$ cat src/rtl/fetch_unit.sv
// fetch_unit: instruction-fetch stage; owns PC, fetches over req/ack, decodes fields for ctrl
//   clk, rst                     : clock, async active-high reset
//   imem_req/addr/ack/rdata      : instruction memory handshake
//   instr_ready, PCSrc, ImmExt   : consume strobe and next-PC select from ctrl
//   instr_valid, Instr, PC       : current fetched instruction and its address
//   PCPlus4, op, funct3, funct7  : combinational helpers for ctrl
//   pc_misaligned                : sticky, a computed target had low bits set
module fetch_unit #(
  parameter logic [31:0] RESET_PC  = 32'h0000_0000,
  parameter logic [31:0] NOP_INSTR = 32'h0000_0013
) (
  input  logic        clk,
  input  logic        rst,
  output logic        imem_req,
  output logic [31:0] imem_addr,
  input  logic        imem_ack,
  input  logic [31:0] imem_rdata,
  input  logic        instr_ready,
  input  logic        PCSrc,
  input  logic [31:0] ImmExt,
  output logic        instr_valid,
  output logic [31:0] Instr,
  output logic [31:0] PC,
  output logic [31:0] PCPlus4,
  output logic [6:0]  op,
  output logic [2:0]  funct3,
  output logic        funct7,
  output logic        pc_misaligned
);
  typedef enum logic [1:0] {IDLE, REQ, HOLD} state_t;
  state_t r_state, w_next;
  logic [31:0] r_fetch_pc, r_pc, r_instr, w_target;
  logic        r_valid, r_mis;
  always_comb begin
    w_next = r_state;
    w_next = r_state == IDLE ? REQ :
             r_state == REQ  ? (imem_ack ? HOLD : REQ) :
                               (instr_ready ? REQ : HOLD);
  end
  assign w_target = PCSrc ? r_pc + ImmExt : r_pc + 32'd4;
  always_ff @(posedge clk or posedge rst)
    if (rst) begin
      r_state    <= IDLE;
      r_fetch_pc <= RESET_PC;
      r_pc       <= RESET_PC;
      r_instr    <= NOP_INSTR;
      r_valid    <= 1'b0;
      r_mis      <= 1'b0;
    end else begin
      r_state <= w_next;
      if (r_state == REQ && imem_ack) begin
        r_instr <= imem_rdata;
        r_pc    <= r_fetch_pc;
        r_valid <= 1'b1;
      end
      if (r_state == HOLD && instr_ready) begin
        r_fetch_pc <= {w_target[31:2], 2'b00};
        r_mis      <= r_mis | (|w_target[1:0]);
        r_valid    <= 1'b0;
        r_instr    <= NOP_INSTR;
      end
    end
  assign imem_req      = r_state == REQ;
  assign imem_addr     = r_fetch_pc;
  assign instr_valid   = r_valid;
  assign Instr         = r_instr;
  assign PC            = r_pc;
  assign PCPlus4       = r_pc + 32'd4;
  assign op            = r_instr[6:0];
  assign funct3        = r_instr[14:12];
  assign funct7        = r_instr[30];
  assign pc_misaligned = r_mis;
endmodule

$ cat config.mk
export PLATFORM = sky130hd
export DESIGN_NAME = fetch_unit
export DESIGN_NICKNAME = d
export VERILOG_FILES = /design/src/rtl/fetch_unit.sv
export SDC_FILE = /design/constraint.sdc
export NUM_CORES = 1
export LEC_CHECK = 0
export ABC_AREA = 1
export CORE_ASPECT_RATIO = 0.9
export CORE_UTILIZATION = 44
export DETAILED_ROUTE_END_ITERATION = 10
export PLACE_DENSITY = 0.87
export RECOVER_POWER = 100
export SYNTH_ARGS = -nofsm -noshare
export SYNTH_HDL_FRONTEND = slang
export SYNTH_SLANG_ARGS = --single-unit
$ cat constraint.sdc
create_clock -name clk -period 3.2 [get_ports clk]
set_clock_uncertainty 0.1 [all_clocks]
set_input_delay 0.48 -clock clk [delete_from_list [all_inputs] [get_ports clk]]
set_output_delay 0.48 -clock clk [all_outputs]
set_load 0.01 [all_outputs]
=== Word level (Yosys, flattened, before mapping) ===
Index checks and enable logic that the tools add are counted.

* Register bits: 96
* Latch bits: 0
* RAM bits: 0
* ROM bits: 0
* Input port bits: 69
* Output and inout bits: 142
* Memories: 0

* Add/subtract/negate cells: 2
* Multipliers: 0
* Divide/modulo/power cells: 0
* $lt $le $gt $ge: 0
* Eq/ne operators: 2
* Shift operators: 0
* Mux-type cells: 9
* Bitwise logic cells: 1
* Reductions and logical operators: 5

{| class="wikitable"
|+ Operators with widths
! operator !! number
|-
| $mux 32 || 3
|-
| $add 32x3->32 const B || 1
|-
| $add 32x32->32 || 1
|-
| $mux 2 || 4
|-
| $eq 2x1->1 const B || 1
|-
| $eq 2x2->1 const B || 1
|-
| $logic_and 1x1->1 || 2
|-
| $logic_not 2->1 || 1
|-
| $mux 1 || 2
|-
| $reduce_bool 2->1 || 1
|-
| $reduce_or 2->1 || 1
|-
| $or 1x1->1 || 1
|}

=== Longest topological paths before layout ===
Gate-level depths: netlist of the first run.

* Depth after elaboration: 4
* Gate-level depth with buffers: 13
* Depth with buffers taken out: 13

=== Least setup slack after synthesis of the first run ===
No wires, ideal clock.

* Path type: flip-flop to flip-flop
* From: register r_pc[2], in the netlist PC[2]
* To: register r_fetch_pc[30], in the netlist imem_addr[30]
* Library setup time: 0.116 ns
* Arrival: 1.917 ns
* Data required time: 2.984 ns
* Slack: 1.066 ns
* Cell stages (with the launch flop): 13
* Period minus slack after synthesis: 2.134 ns
* Path through: dfrtp_1 > ha_1 > fa_1 > nand3_1 > nand3_1 > nand3_1 > nand3b_1 > nand2_1 > nand2_1 > nand2_1 > nand3_1 > nand2_1 > nand2_1

* Cells in the longest elaborated chain, start to end: 2

{| class="wikitable"
|+ RTL lines
! element !! line !! source
|-
| from (decl) || 32 || <nowiki>logic [31:0] r_fetch_pc, r_pc, r_instr, w_target;</nowiki>
|-
| from (signal assigned) || 53 || <nowiki>r_pc <= r_fetch_pc;</nowiki>
|-
| $add 32x3->32 or $add 32x32->32 (tied branches) || 40 || <nowiki>assign w_target = PCSrc ? r_pc + ImmExt : r_pc + 32'd4;</nowiki>
|-
| $mux 32 * || 40 ||
|-
| to (signal assigned) || 57 || <nowiki>r_fetch_pc <= {w_target[31:2], 2'b00};</nowiki>
|-
| to (decl) || 32 ||
|}

Mark *: on every way between the ends. The rest lies on a longest branch, timed or not.
A chain may end at the register's enable or synchronous reset.

=== Final worst setup path of the first run ===
* From: register r_pc[3], in the netlist PC[3]
* To: output PCPlus4[18]

* Cells in the longest elaborated chain, start to end: 1

{| class="wikitable"
|+ RTL lines
! element !! line !! source
|-
| $add 32x3->32 || 68 || <nowiki>assign PCPlus4 = r_pc + 32'd4;</nowiki>
|-
| to (decl) || 24 || <nowiki>output logic [31:0] PCPlus4,</nowiki>
|}

Every way passes these cells.

==> flow_summary.ini, run 1 <==
[outcome]
status = finished, violations left
violations = max-capacitance violations, max-slew violations

[sta]
period_minus_slack_ps = 3100
max_freq_ghz = 0.322
fin_crit_sh_pct = 97.0
setup_tns_ps = 0
relSlewSlack_pct = -31.8
drv_slew = 91
whs_ps = 379
worst_slew_pin_slew_ps = 1970
rsz0062_at_grt = no
setup_violations = 0
hold_viol_final = 0

[cells_and_area]
finalInstanceArea_um2 = 9370
mostFrequentLayoutCells = 332 x nand2_1, 150 x inv_1, 123 x dlygate4sd3_1, 90 x dfrtp_1, 81 x clkdlybuf4s50_1
final_core_util_pct = 60.9
num-nets-final = 1298
insertedDiodeCount = 0
final_common_cell = nand2_1
drive_above_1_share_pct = 4.90
area_growth_pct = 35.0

[placed_design]
hpwlAfterDp_um = 18400
dpl_cell_area_um2 = 9100
portBuffers = 204
place_congestion = 1.00

[routing]
wl_um = 23700
first_iter_violations = 624
vias_per_cell = 5.33
antenna_left = 0
vias = 7495
drcViolationCount = 0
first_pass_iters = 5
wire_per_inst_um = 16.9

[setup_path]
rrSetupSlack_ps = 540
start_kind = register
path_max_fanout = 7
cp-endpoint = PCPlus4[18]
r2r_cells = 6
worst_ep_arrival_time_ps = 2520
crit_type = register to output port
crit_required_ps = 2620
worstSetupEndpointType = output port
worst_r2r_endpoint = imem_addr[9]
r2r_start = r_state[0]
startpoint = PC[3]

[clock_network]
path_clk_slew_ps = 70
cts_buffers = 9
cts_tree = yes
cts_root_buffer = clkbuf_16
ctsHoldBuffers = 0
cts_num_sinks = 96
ctsHtreeMaxLevel = 3
clockBufferDepth = 2
clock_latency_ps = 350

[global_route]
grt_max_degree = 50
grt_pass1_vias = 7016
grt-ovfl-total = 0
grt_antenna_before_repair = 0
grt_pass1_wl_um = 36700
grtUsageTotal_pct = 29.3

[synthesis]
synthCells = 1013
ys_warn_count = 0
ys_ff_latch = 96
synth_enable_flop_cells = 0
yosys.cell_types.count = 42
syn-cell-area_um2 = 6940
ys_seq_area_share_pct = 34.7
ys_async_sr_fraction_pct = 100
ys.flop_type = dfrtp_1
postSynthAreaPerCell_um2 = 6.85

[power_and_ir_drop]
power_mw = 8.58
leakagePower_nw = 4.85
peakVddDrop_mv = 0.627
p_per_area_nw_per_um2 = 916

[flow_run]
maxCapViolCount = 2

[floorplan]
die_height_um = 121
die_area_um2 = 16300
rows = 43
io_pins = 211
fp.dieW_um = 134
core-area_um2 = 15400
start_util_pct = 45.1

[worst_hold_path]
min_path_cells = 2
hold_path_class = register to register
area by class of cell:
class                   count  area [um^2]
clock buffers               9          225
clock inverters             7         61.3
fillers                  1420         6020
inverters                 155          582
multi-input cells         725         3740
flip-flops and latches     96         2410
well taps                 202          253
repair buffers            211         2090
worst min-delay path by stage:
stage           startpoint           to  slack [ps]
4_1_cts        instr_valid  instr_valid         390
5_1_grt           Instr[7]     Instr[7]         410
2_1_floorplan  instr_valid  instr_valid         410
3_5_place_dp   instr_valid  instr_valid         370
3_3_place_gp   instr_valid  instr_valid         360
6_report       instr_valid  instr_valid         380
cell families (layout without fill, tap and decap cells):
family                   count (synthesis)  in the layout  share of synthesized area [%]
XOR/XNOR                                24             24                           3.14
buffers and inverters                  197            382                           11.7
AO/OA/AOI/OAI                          134            134                           12.1
adder cells (fa/ha/maj)                 31             31                           5.70
AND/OR/NAND/NOR                        530            530                           32.6
other                                    1              6                         0.0541
flip-flops                              96             96                           34.7
cells in the mapped netlist, types with 4 or more instances:
cell	number	area share [%]
nand2_1	331	18
inv_1	150	8.1
dfrtp_1	93	34
nand3_1	78	5.6
nor2_1	72	3.9
o21ai_0	47	3.4
ha_1	30	5.4
a22o_1	29	3.7
a21oi_1	27	1.9
clkbuf_1	20	1.1
buf_4	17	1.8
xor2_1	17	2.1
nor3_1	10	0.72
o21ai_1	9	0.65
nand2_2	8	0.72
nand4_1	8	0.72
nor2_4	6	0.97
o21bai_1	6	0.65
xnor2_1	6	0.76
buf_2	5	0.36
nor2_2	5	0.45
inv_2	4	0.22
nor3_2	4	0.58
worst max-delay path, cell delays in order, from the launching register on:
cell and delay (ps):
dfrtp_2 470, ha_1 210, nand2_2 90, nor2_2 220
inv_2 90, nor2_4 180, nand2_1 110, xor2_2 180
inv_1 80, clkdlybuf4s50_1 530
metrics by stage:
step           std cells  setup WS [ps]
4_1_cts             1405           53.7
5_1_grt             1405           25.1
6_report            1405           96.0
3_5_place_dp        1389            376
2_1_floorplan       1018            120
3_3_place_gp        1389            437
sequential cells by signal, indices dropped and copies added, names as in the netlist:
name / flops
instr_valid: 1
PC: 30
r_state: 2
pc_misaligned: 1
imem_addr: 30
Instr: 32
layer usage:
metal | GRT usage [%] | share of wire [%] | up-vias
met5 | 0 | 0 | -
met4 | 12.7 | 4.3 | 0
met3 | 6.85 | 10 | 58
met2 | 45.2 | 44 | 420
met1 | 39.2 | 42 | 3453
li1 | - | - | 3564
report_power, final:
group	total [mW]	leakage, nW	internal (mW)	switching, mW
Clock	1.06	0.140	0.544	0.516
Combinational	5.07	3.52	2.22	2.85
Sequential	2.45	1.19	1.78	0.673
what timing repair did:
action / in CTS / in global routing
resized for setup: 1 / 5
endpoints found under the setup margin: 1 / 4
setup buffers: 0 / 0
No activity file was read; power rests on OpenSTA's default activity.
==> inputs of run 2 (changes only) <==
==> constraint.sdc (replaced) <==
create_clock -name clk -period 3.2 [get_ports clk]
set_clock_uncertainty 0.1 [all_clocks]
set_input_delay 0.48 -clock clk [delete_from_list [all_inputs] [get_ports clk]]
set_output_delay 0.48 -clock clk [all_outputs]
set_load 0.02 [all_outputs]
==> run 2 against run 1 <==
Net effect: the flow still finishes with violations (max-capacitance violations, max-slew violations); cell count barely moved; worst hold slack got worse by 11 ps; wire length rose by 1.3%; sequential share of layout area barely moved.
==> flow_summary.ini, run 2 (synthesis results as in run 1) <==
[outcome]
status = finished, violations left
violations = max-capacitance violations, max-slew violations

[global_route]
grt_pass1_wl_um = 37400
grt_antenna_before_repair = 0
grt_max_degree = 50
grt_pass1_vias = 7067
grtUsageTotal_pct = 29.9
grt-ovfl-total = 0

[sta]
hold_viol_final = 0
period_minus_slack_ps = 3120
drv_slew = 49
max_freq_ghz = 0.320
relSlewSlack_pct = -31.0
rsz0062_at_grt = no
setup_tns_ps = 0
worst_slew_pin_slew_ps = 1960
setup_violations = 0
fin_crit_sh_pct = 97.5

[routing]
drcViolationCount = 0
first_iter_violations = 731
wl_um = 24000
antenna_left = 0
wire_per_inst_um = 17.1
vias = 7487
first_pass_iters = 8
vias_per_cell = 5.33

[floorplan]
die_height_um = 121
core-area_um2 = 15400
io_pins = 211
rows = 43
start_util_pct = 45.1
fp.dieW_um = 134
die_area_um2 = 16300

[cells_and_area]
mostFrequentLayoutCells = 331 x nand2_1, 150 x inv_1, 125 x dlygate4sd3_1, 88 x dfrtp_1, 79 x clkdlybuf4s50_1
num-nets-final = 1299
area_growth_pct = 35.4
register_area_um2 = 2410
final_core_util_pct = 61.0
multiInputGateArea_um2 = 3750
n_fill_cell = 1417
final_common_cell = nand2_1
insertedDiodeCount = 0
largest_reg_flops = 32
drive_above_1_share_pct = 5.23

[flow_run]
maxCapViolCount = 1

[placed_design]
place_congestion = 0.959
hpwlAfterDp_um = 18600
portBuffers = 204

[setup_path]
start_kind = register
path_max_fanout = 5
worst_ep_arrival_time_ps = 2540
crit_required_ps = 2620
worstSetupEndpointType = output port
crit_type = register to output port

[clock_network]
cts_buffers = 9
path_clk_slew_ps = 70
clock_latency_ps = 350
cts_num_sinks = 96
ctsHtreeMaxLevel = 3
cts_root_buffer = clkbuf_16
cts_tree = yes
clockBufferDepth = 2

[worst_hold_path]
hold_path_class = register to register

[power_and_ir_drop]
power_mw = 9.26
p_per_area_nw_per_um2 = 987
peakVddDrop_mv = 0.730
leakagePower_nw = 4.85
## run 2: path summary, 6_finish.rpt
check                      cells after the start        start  slack [ps]     endpoint
min in group asynchronous                      2          rst        1110     Instr[2]
min                                            2  instr_valid         370  instr_valid
max                                            7       PC[15]          80  PCPlus4[28]
max in group asynchronous                      2          rst         610        PC[8]
max reg2reg                                    7   r_state[0]         440     Instr[8]
min reg2reg                                    2  instr_valid         370  instr_valid
## run 2: layout make-up
| cell class | instances | area share [%] |
|---|---|---|
| clock buffer | 9 | 2.40 |
| clock inverter | 7 | 0.720 |
| inverter | 155 | 6.20 |
| multi-input combinational | 725 | 39.9 |
| sequential | 96 | 25.7 |
| tap | 202 | 2.69 |
| timing repair buffer | 212 | 22.4 |
## run 2: repair_timing
item                       in CTS  in global routing
hold buffers                    0                  0
gates resized for setup         0                  9
setup endpoints to repair       0                 12
setup buffers                   0                  0
## run 2: worst max-delay path, stage by stage (launching register included)
cell	delay, ps
dfrtp_1	470
inv_1	100
nor3_1	360
nand2_1	130
nor3_1	250
nand3_1	170
nand2_1	110
clkdlybuf4s50_1	600
## run 2: metal layers
metal / up-vias / track usage (%) / share of wire (%)
met4: 0 / 12.1 / 3.7
met5: - / 0 / 0
li1: 3569 / - / -
met3: 56 / 6.89 / 12
met1: 3384 / 40.1 / 40
met2: 478 / 46.6 / 45
## run 2: through the flow
stage,setup slack (ps),instance area (um^2),hold slack [ps],cells
after floorplan,120,6960,456,1018
after global placement,448,9120,357,1390
after detailed placement,382,9120,362,1390
after CTS,23.5,9420,380,1406
after global routing,2.45,9390,399,1406
final,78.9,9390,368,1406
## run 2: power breakdown
group | internal [mW] | switching, mW | leakage, nW
Combinational | 2.22 | 3.51 | 3.53
Clock | 0.553 | 0.527 | 0.143
Sequential | 1.78 | 0.672 | 1.18
